**config.mk**
```make
export PLATFORM = sky130hd
export DESIGN_NAME = rtc_bus_cycle
export DESIGN_NICKNAME = d
export VERILOG_FILES = /design/src/rtl/rtc_bus_pkg.sv /design/src/rtl/rtc_bus_timer.sv /design/src/rtl/rtc_bus_cycle.sv
export SDC_FILE = /design/constraint.sdc
export NUM_CORES = 1
export LEC_CHECK = 0
export ABC_AREA = 1
export BUFFER_PORTS_ARGS = -buffer_cell sky130_fd_sc_hd__buf_2
export CAP_MARGIN = 40
export CORE_UTILIZATION = 47
export CTS_CLUSTER_DIAMETER = 150
export DETAILED_ROUTE_END_ITERATION = 16
export PLACE_DENSITY = 0.78
export SYNTH_ARGS = -nofsm -noshare
export SYNTH_HDL_FRONTEND = slang
export SYNTH_SLANG_ARGS = --single-unit
```
**constraint.sdc**
```tcl
create_clock -name clk -period 2.1 [get_ports clk]
set_input_delay 0.105 -clock clk [delete_from_list [all_inputs] [get_ports clk]]
set_output_delay 0.105 -clock clk [all_outputs]
set_load 0.05 [all_outputs]
```
**src/rtl/rtc_bus_pkg.sv**
```systemverilog
// Shared encodings and default timing for the RTC multiplexed bus cycle generator.
package rtc_bus_pkg;

  localparam logic [1:0] TIPO_DIR_WR  = 2'b00;
  localparam logic [1:0] TIPO_DAT_WR  = 2'b01;
  localparam logic [1:0] TIPO_DAT_RD  = 2'b10;
  localparam logic [1:0] TIPO_ILLEGAL = 2'b11;

  typedef enum logic [2:0] {
    StIdle,
    StSetup,
    StStrobe,
    StHold,
    StRecover
  } rtc_state_e;

  localparam int unsigned T_SETUP_DEF   = 2;
  localparam int unsigned T_PULSE_DEF   = 10;
  localparam int unsigned T_HOLD_DEF    = 2;
  localparam int unsigned T_RECOVER_DEF = 4;
  localparam int unsigned CNT_W_DEF     = 8;

  // A zero timing value behaves as a single cycle.
  function automatic int unsigned t_min1(input int unsigned t);
    return (t == 0) ? 1 : t;
  endfunction

endpackage

```
**src/rtl/rtc_bus_timer.sv**
```systemverilog
// Loadable down-counter that parks at zero; zero flag tells the FSM a phase has expired.
module rtc_bus_timer #(
  parameter int unsigned CNT_W = 8
) (
  input  logic             clk,
  input  logic             reset,
  input  logic             load,
  input  logic [CNT_W-1:0] load_val,
  input  logic             en,
  output logic             zero
);

  logic [CNT_W-1:0] cnt_d, cnt_q;

  always_comb begin
    cnt_d = cnt_q;
    if (load) begin
      cnt_d = load_val;
    end else if (en && (cnt_q != '0)) begin
      cnt_d = cnt_q - CNT_W'(1);
    end
  end

  always_ff @(posedge clk) begin
    if (!reset) begin
      cnt_q <= '0;
    end else begin
      cnt_q <= cnt_d;
    end
  end

  assign zero = (cnt_q == '0);

endmodule

```
**src/rtl/rtc_bus_cycle.sv**
```systemverilog
// Turns one req into a full multiplexed address/data cycle on the RTC pins.
// All pin outputs are registered so the pads never see combinational glitches.
module rtc_bus_cycle
  import rtc_bus_pkg::*;
#(
  parameter int unsigned T_SETUP   = T_SETUP_DEF,
  parameter int unsigned T_PULSE   = T_PULSE_DEF,
  parameter int unsigned T_HOLD    = T_HOLD_DEF,
  parameter int unsigned T_RECOVER = T_RECOVER_DEF,
  parameter int unsigned CNT_W     = CNT_W_DEF
) (
  input  logic       clk,
  input  logic       reset,
  input  logic       req,
  input  logic [1:0] req_tipo,
  input  logic [7:0] bus_in,
  input  logic [7:0] rtc_din,
  output logic [7:0] rtc_dout,
  output logic       rtc_oe,
  output logic       cs_n,
  output logic       rd_n,
  output logic       wr_n,
  output logic       ad,
  output logic [7:0] data_rd,
  output logic       busy,
  output logic       done
);

  localparam logic [CNT_W-1:0] SetupLd   = CNT_W'(t_min1(T_SETUP) - 1);
  localparam logic [CNT_W-1:0] PulseLd   = CNT_W'(t_min1(T_PULSE) - 1);
  // HOLD begins on the strobe-rise edge, so CS# stays low for that cycle plus T_HOLD more.
  localparam logic [CNT_W-1:0] HoldLd    = CNT_W'(t_min1(T_HOLD));
  localparam logic [CNT_W-1:0] RecoverLd = CNT_W'(t_min1(T_RECOVER) - 1);

  rtc_state_e       state_d, state_q;
  logic [1:0]       tipo_d, tipo_q;
  logic [7:0]       dout_d, dout_q;
  logic [7:0]       data_rd_d, data_rd_q;
  logic             oe_d, oe_q;
  logic             cs_n_d, cs_n_q;
  logic             rd_n_d, rd_n_q;
  logic             wr_n_d, wr_n_q;
  logic             ad_d, ad_q;
  logic             busy_d, busy_q;
  logic             done_d, done_q;
  logic             tmr_load, tmr_zero;
  logic [CNT_W-1:0] tmr_val;

  rtc_bus_timer #(
    .CNT_W (CNT_W)
  ) u_timer (
    .clk      (clk),
    .reset    (reset),
    .load     (tmr_load),
    .load_val (tmr_val),
    .en       (state_q != StIdle),
    .zero     (tmr_zero)
  );

  always_comb begin
    state_d   = state_q;
    tipo_d    = tipo_q;
    dout_d    = dout_q;
    data_rd_d = data_rd_q;
    oe_d      = oe_q;
    cs_n_d    = cs_n_q;
    rd_n_d    = rd_n_q;
    wr_n_d    = wr_n_q;
    ad_d      = ad_q;
    busy_d    = busy_q;
    done_d    = 1'b0;
    tmr_load  = 1'b0;
    tmr_val   = '0;

    unique case (state_q)
      StIdle: begin
        if (req && (req_tipo != TIPO_ILLEGAL)) begin
          state_d  = StSetup;
          tipo_d   = req_tipo;
          dout_d   = bus_in;
          busy_d   = 1'b1;
          cs_n_d   = 1'b0;
          ad_d     = (req_tipo != TIPO_DIR_WR);
          oe_d     = (req_tipo != TIPO_DAT_RD);
          tmr_load = 1'b1;
          tmr_val  = SetupLd;
        end
      end
      StSetup: begin
        if (tmr_zero) begin
          state_d  = StStrobe;
          if (tipo_q == TIPO_DAT_RD) begin
            rd_n_d = 1'b0;
          end else begin
            wr_n_d = 1'b0;
          end
          tmr_load = 1'b1;
          tmr_val  = PulseLd;
        end
      end
      StStrobe: begin
        if (tmr_zero) begin
          state_d = StHold;
          rd_n_d  = 1'b1;
          wr_n_d  = 1'b1;
          if (tipo_q == TIPO_DAT_RD) begin
            data_rd_d = rtc_din;
          end
          tmr_load = 1'b1;
          tmr_val  = HoldLd;
        end
      end
      StHold: begin
        if (tmr_zero) begin
          state_d  = StRecover;
          cs_n_d   = 1'b1;
          oe_d     = 1'b0;
          ad_d     = 1'b0;
          tmr_load = 1'b1;
          tmr_val  = RecoverLd;
        end
      end
      StRecover: begin
        if (tmr_zero) begin
          state_d = StIdle;
          busy_d  = 1'b0;
          done_d  = 1'b1;
        end
      end
      default: state_d = StIdle;
    endcase
  end

  always_ff @(posedge clk) begin
    if (!reset) begin
      state_q   <= StIdle;
      tipo_q    <= TIPO_DIR_WR;
      dout_q    <= '0;
      data_rd_q <= '0;
      oe_q      <= 1'b0;
      cs_n_q    <= 1'b1;
      rd_n_q    <= 1'b1;
      wr_n_q    <= 1'b1;
      ad_q      <= 1'b0;
      busy_q    <= 1'b0;
      done_q    <= 1'b0;
    end else begin
      state_q   <= state_d;
      tipo_q    <= tipo_d;
      dout_q    <= dout_d;
      data_rd_q <= data_rd_d;
      oe_q      <= oe_d;
      cs_n_q    <= cs_n_d;
      rd_n_q    <= rd_n_d;
      wr_n_q    <= wr_n_d;
      ad_q      <= ad_d;
      busy_q    <= busy_d;
      done_q    <= done_d;
    end
  end

  assign rtc_dout = dout_q;
  assign rtc_oe   = oe_q;
  assign cs_n     = cs_n_q;
  assign rd_n     = rd_n_q;
  assign wr_n     = wr_n_q;
  assign ad       = ad_q;
  assign data_rd  = data_rd_q;
  assign busy     = busy_q;
  assign done     = done_q;

endmodule

```
==> flow_metrics.tcl <==
set metrics [dict create \
    run_status "finished clean" \
    number_of_global_route_vias_before_repair 1532 \
    largest_fanout_on_the_critical_path 15 \
    switching_share_pct 47.6 \
    timing.final.crit_share_pct 72.5 \
    ys_seq_elements 36 \
    hold_path_end "data_rd[6]" \
    report.power.total_mw 3.29 \
    grt_setup_unrepaired "no" \
    fin_ws_ns 0.578 \
    die-width_um 62.8 \
    period_minus_slack_ns 1.52 \
    number_of_vias_in_the_routed_layout 1592 \
    clock_tree.root_cell "sky130_fd_sc_hd__clkbuf_8" \
    netlist_top_cells_area "sky130_fd_sc_hd__dfxtp_1 42%, sky130_fd_sc_hd__nand2_1 12%, sky130_fd_sc_hd__nor2_1 12%" \
    vdd_ir_drop_max_v 0.000708 \
    clock_path_buffers 2 \
    yosys.cell_count.top_type "sky130_fd_sc_hd__nand2_1" \
    finalSetupViolCount 0 \
    routed_wl_um 3430 \
    kind_of_end_point_of_the_critical_path "flip-flop" \
    rows 21 \
    final_layout_size_suffix_gt1_share_pct 25.1 \
    count_of_flip_flops_with_a_built_in_enable_after_synthesis 0 \
    finalMaxSlewViolations 0 \
    worst-setup-path-type "flip-flop to flip-flop" \
    min_from "rtc_din[6]" \
    worstPathBufferInverterCount 2 \
    drtAntennaViolNets 0 \
    cts-resized-gates 0 \
    timing.hold.worst.class "input port to flip-flop" \
    drt_drc_violations_left 0 \
    route.detailed.wl_per_inst_um 10.2 \
    initial_core_util_pct 50.4 \
    antenna_found_initial 0 \
    crit_path_start_kind "flip-flop" \
    io_pins 44 \
    cts-htree-levels 2 \
    timing.critical_path.slowest_stage_cell "sky130_fd_sc_hd__dfxtp_1" \
    cts_inserted_buffers 5 \
    final_cell_area_mm2 0.00209 \
    ctsHoldBuffers 0 \
    worstPathCellList "nor2_4, nand2_4, nor2_8, inv_2, nor2_1, inv_1, a21oi_1" \
    flow.area_growth_from_synthesis_pct 20.3 \
    timing.slew.headroom_pct 80.1 \
    switching_power_mw 1.57 \
    leakagePower_nw 1.10 \
    rr_startpoint "state_q[1]" \
    power.density_mw_per_mm2 1580 \
    setup_slack_at_placement_ns 0.573 \
    timing.critical_path.slowest_cell_delay_ns 0.38 \
    synth.distinct_cells 30 \
    critPathTopFamily "simple AND/OR/NAND/NOR gates" \
    hold_path_depth 3 \
    dieHeight_um 62.8 \
    layout.nets 313 \
    place_area_mm2 0.00198 \
    place_congestion 0.863 \
    worst-endpoint-required_ns 2.31 \
    worst_r2r_endpoint "rtc_oe" \
    tns_ns 0 \
    max-cap-violations 0 \
    synth.cells.most_frequent "56 x sky130_fd_sc_hd__nand2_1, 54 x sky130_fd_sc_hd__nor2_1, 36 x sky130_fd_sc_hd__dfxtp_1" \
    timing.clock.skew_ns 0.00664 \
    initial_drc_count 43 \
    grt_remaining_overflow 0 \
    worst_skew_pair.late_latency_ns 0.28 \
    postSynth.topFlopCell "sky130_fd_sc_hd__dfxtp_1" \
    clk_sinks 36 \
    synthesis.nets 267 \
    global_route_wire_length_before_repair_um 6490 \
    gr-usage-all-layers_pct 20.6 \
    syn-instance-count 244 \
    vias_per_cell 4.72 \
    num_antenna_cells 0 \
    average_cell_area_after_synthesis_um2 7.11 \
    clock.fmax_mhz 657 \
    post-synth-top-area-cell "sky130_fd_sc_hd__dfxtp_1" \
    clkSlewWorstSetupHoldPaths_ns 0.07 \
    post_cts_setup_repair_bufs 0 \
    synth_area_mm2 0.00174 \
    timing_worst_slew_pin_value_ns 0.297 \
    dp_hpwl_um 2480 \
    synthArstFlopShare_pct 0 \
    tritoncts "yes" \
    drt_first_pass_iters 4 \
    finalHoldViolCount 0 \
    synth_top_area_share_pct 41.5 \
    clock_power_share_pct 17.8 \
    hold_ws_ns 0.0393 \
    seq_power_share_pct 29.6 \
    yosysSeqAreaShare_pct 41.5 \
    worst_r2r_path_depth 7 \
    maximum_number_of_pins_on_one_net_before_global_route_repair 23 \
    pwr-share-comb_pct 52.6 \
    floorplan.core_area_mm2 0.00344 \
    worst_ep_arrival_ns 1.73 \
    die-area_mm2 0.00394 \
    synthesis.yosys.warnings 0 \
    placement.io_buffers 43 \
    internal-power_mw 1.73 \
    regToRegSetupSlack_ns 0.58 \
]
[worst min-delay path: cells and delay by family]
| family | cells | cell delay [ns] |
|---|---|---|
| buffers and inverters | 1 | 0.08 |
| and+or+nand+nor | 2 | 0.11 |
[area by class of cell]
| class | instances | area, µm² |
|---|---|---|
| multi-input combinational | 173 | 866 |
| timing repair buffer | 44 | 223 |
| fill | 314 | 1350 |
| tap | 46 | 57.6 |
| inverter | 30 | 114 |
| clock buffer | 6 | 72.6 |
| sequential | 36 | 721 |
| clock inverter | 2 | 35.0 |
[metal layers]
layer / routed length [µm] / global-route usage (%) / vias to the layer above
li1: - / - / 851
met1: 1630 / 24.0 / 683
met2: 1550 / 35.1 / 50
met3: 200 / 6.20 / 8
met4: 55 / 8.14 / 0
met5: 0 / 0 / -
[kinds of logic (layout without fill, tap and decap cells)]
| kind of cell | after synthesis | after routing | share of synthesized area (%) |
|---|---|---|---|
| AND/OR/NAND/NOR | 137 | 137 | 36.7 |
| flip-flops | 36 | 36 | 41.5 |
| buffers and inverters | 35 | 82 | 8.58 |
| AO/OA/AOI/OAI | 32 | 32 | 10.7 |
| adder cells (fa/ha/maj) | 2 | 2 | 1.44 |
| XOR/XNOR | 2 | 2 | 1.01 |
[cell usage in the layout, fill, tap and decap left out, types with 4 or more instances in the layout]
cell                       instances
sky130_fd_sc_hd__nor2_1           54
sky130_fd_sc_hd__nand3_1          11
sky130_fd_sc_hd__o21ai_1          11
sky130_fd_sc_hd__buf_2            43
sky130_fd_sc_hd__nand2_2           4
sky130_fd_sc_hd__a21oi_1          11
sky130_fd_sc_hd__o21ai_0           5
sky130_fd_sc_hd__inv_1            24
sky130_fd_sc_hd__dfxtp_1          36
sky130_fd_sc_hd__clkbuf_8          5
sky130_fd_sc_hd__nand2_1          56
sky130_fd_sc_hd__inv_2             4
[through the flow]
stage          util (%)  cells
3_3_place_gp       57.5    329
5_1_grt            60.7    337
4_1_cts            60.7    337
3_5_place_dp       57.5    329
2_1_floorplan         -    244
6_report           60.7    337
[registers in the layout, indices dropped and copies added (netlist names)]
name and cells:
data_rd 8, rtc_dout 8, u_timer.cnt_q 8, state_q 3, tipo_q 2, ad 1, busy 1, cs_n 1
done 1, rd_n 1, rtc_oe 1, wr_n 1
[worst max path at each step]
stage,start,to,cells after the start
finish,state_q[1],rtc_oe,7
global route,state_q[1],rtc_oe,7
CTS,state_q[1],rtc_oe,7
detailed placement,state_q[1],rtc_oe,7
global placement,state_q[1],rtc_oe,7
floorplan,u_timer.cnt_q[0],data_rd[0],10
[power by group through the flow]
stage / logic [mW] / clock network (mW) / registers (mW)
finish: 1.73 / 0.586 / 0.976
global placement: 1.70 / 0 / 0.984
global route: 1.96 / 0.625 / 0.997
CTS: 1.74 / 0.601 / 0.976
detailed placement: 1.72 / 0 / 0.986
floorplan: 1.16 / 0 / 1.25
Power figures use the tool's default switching activity.
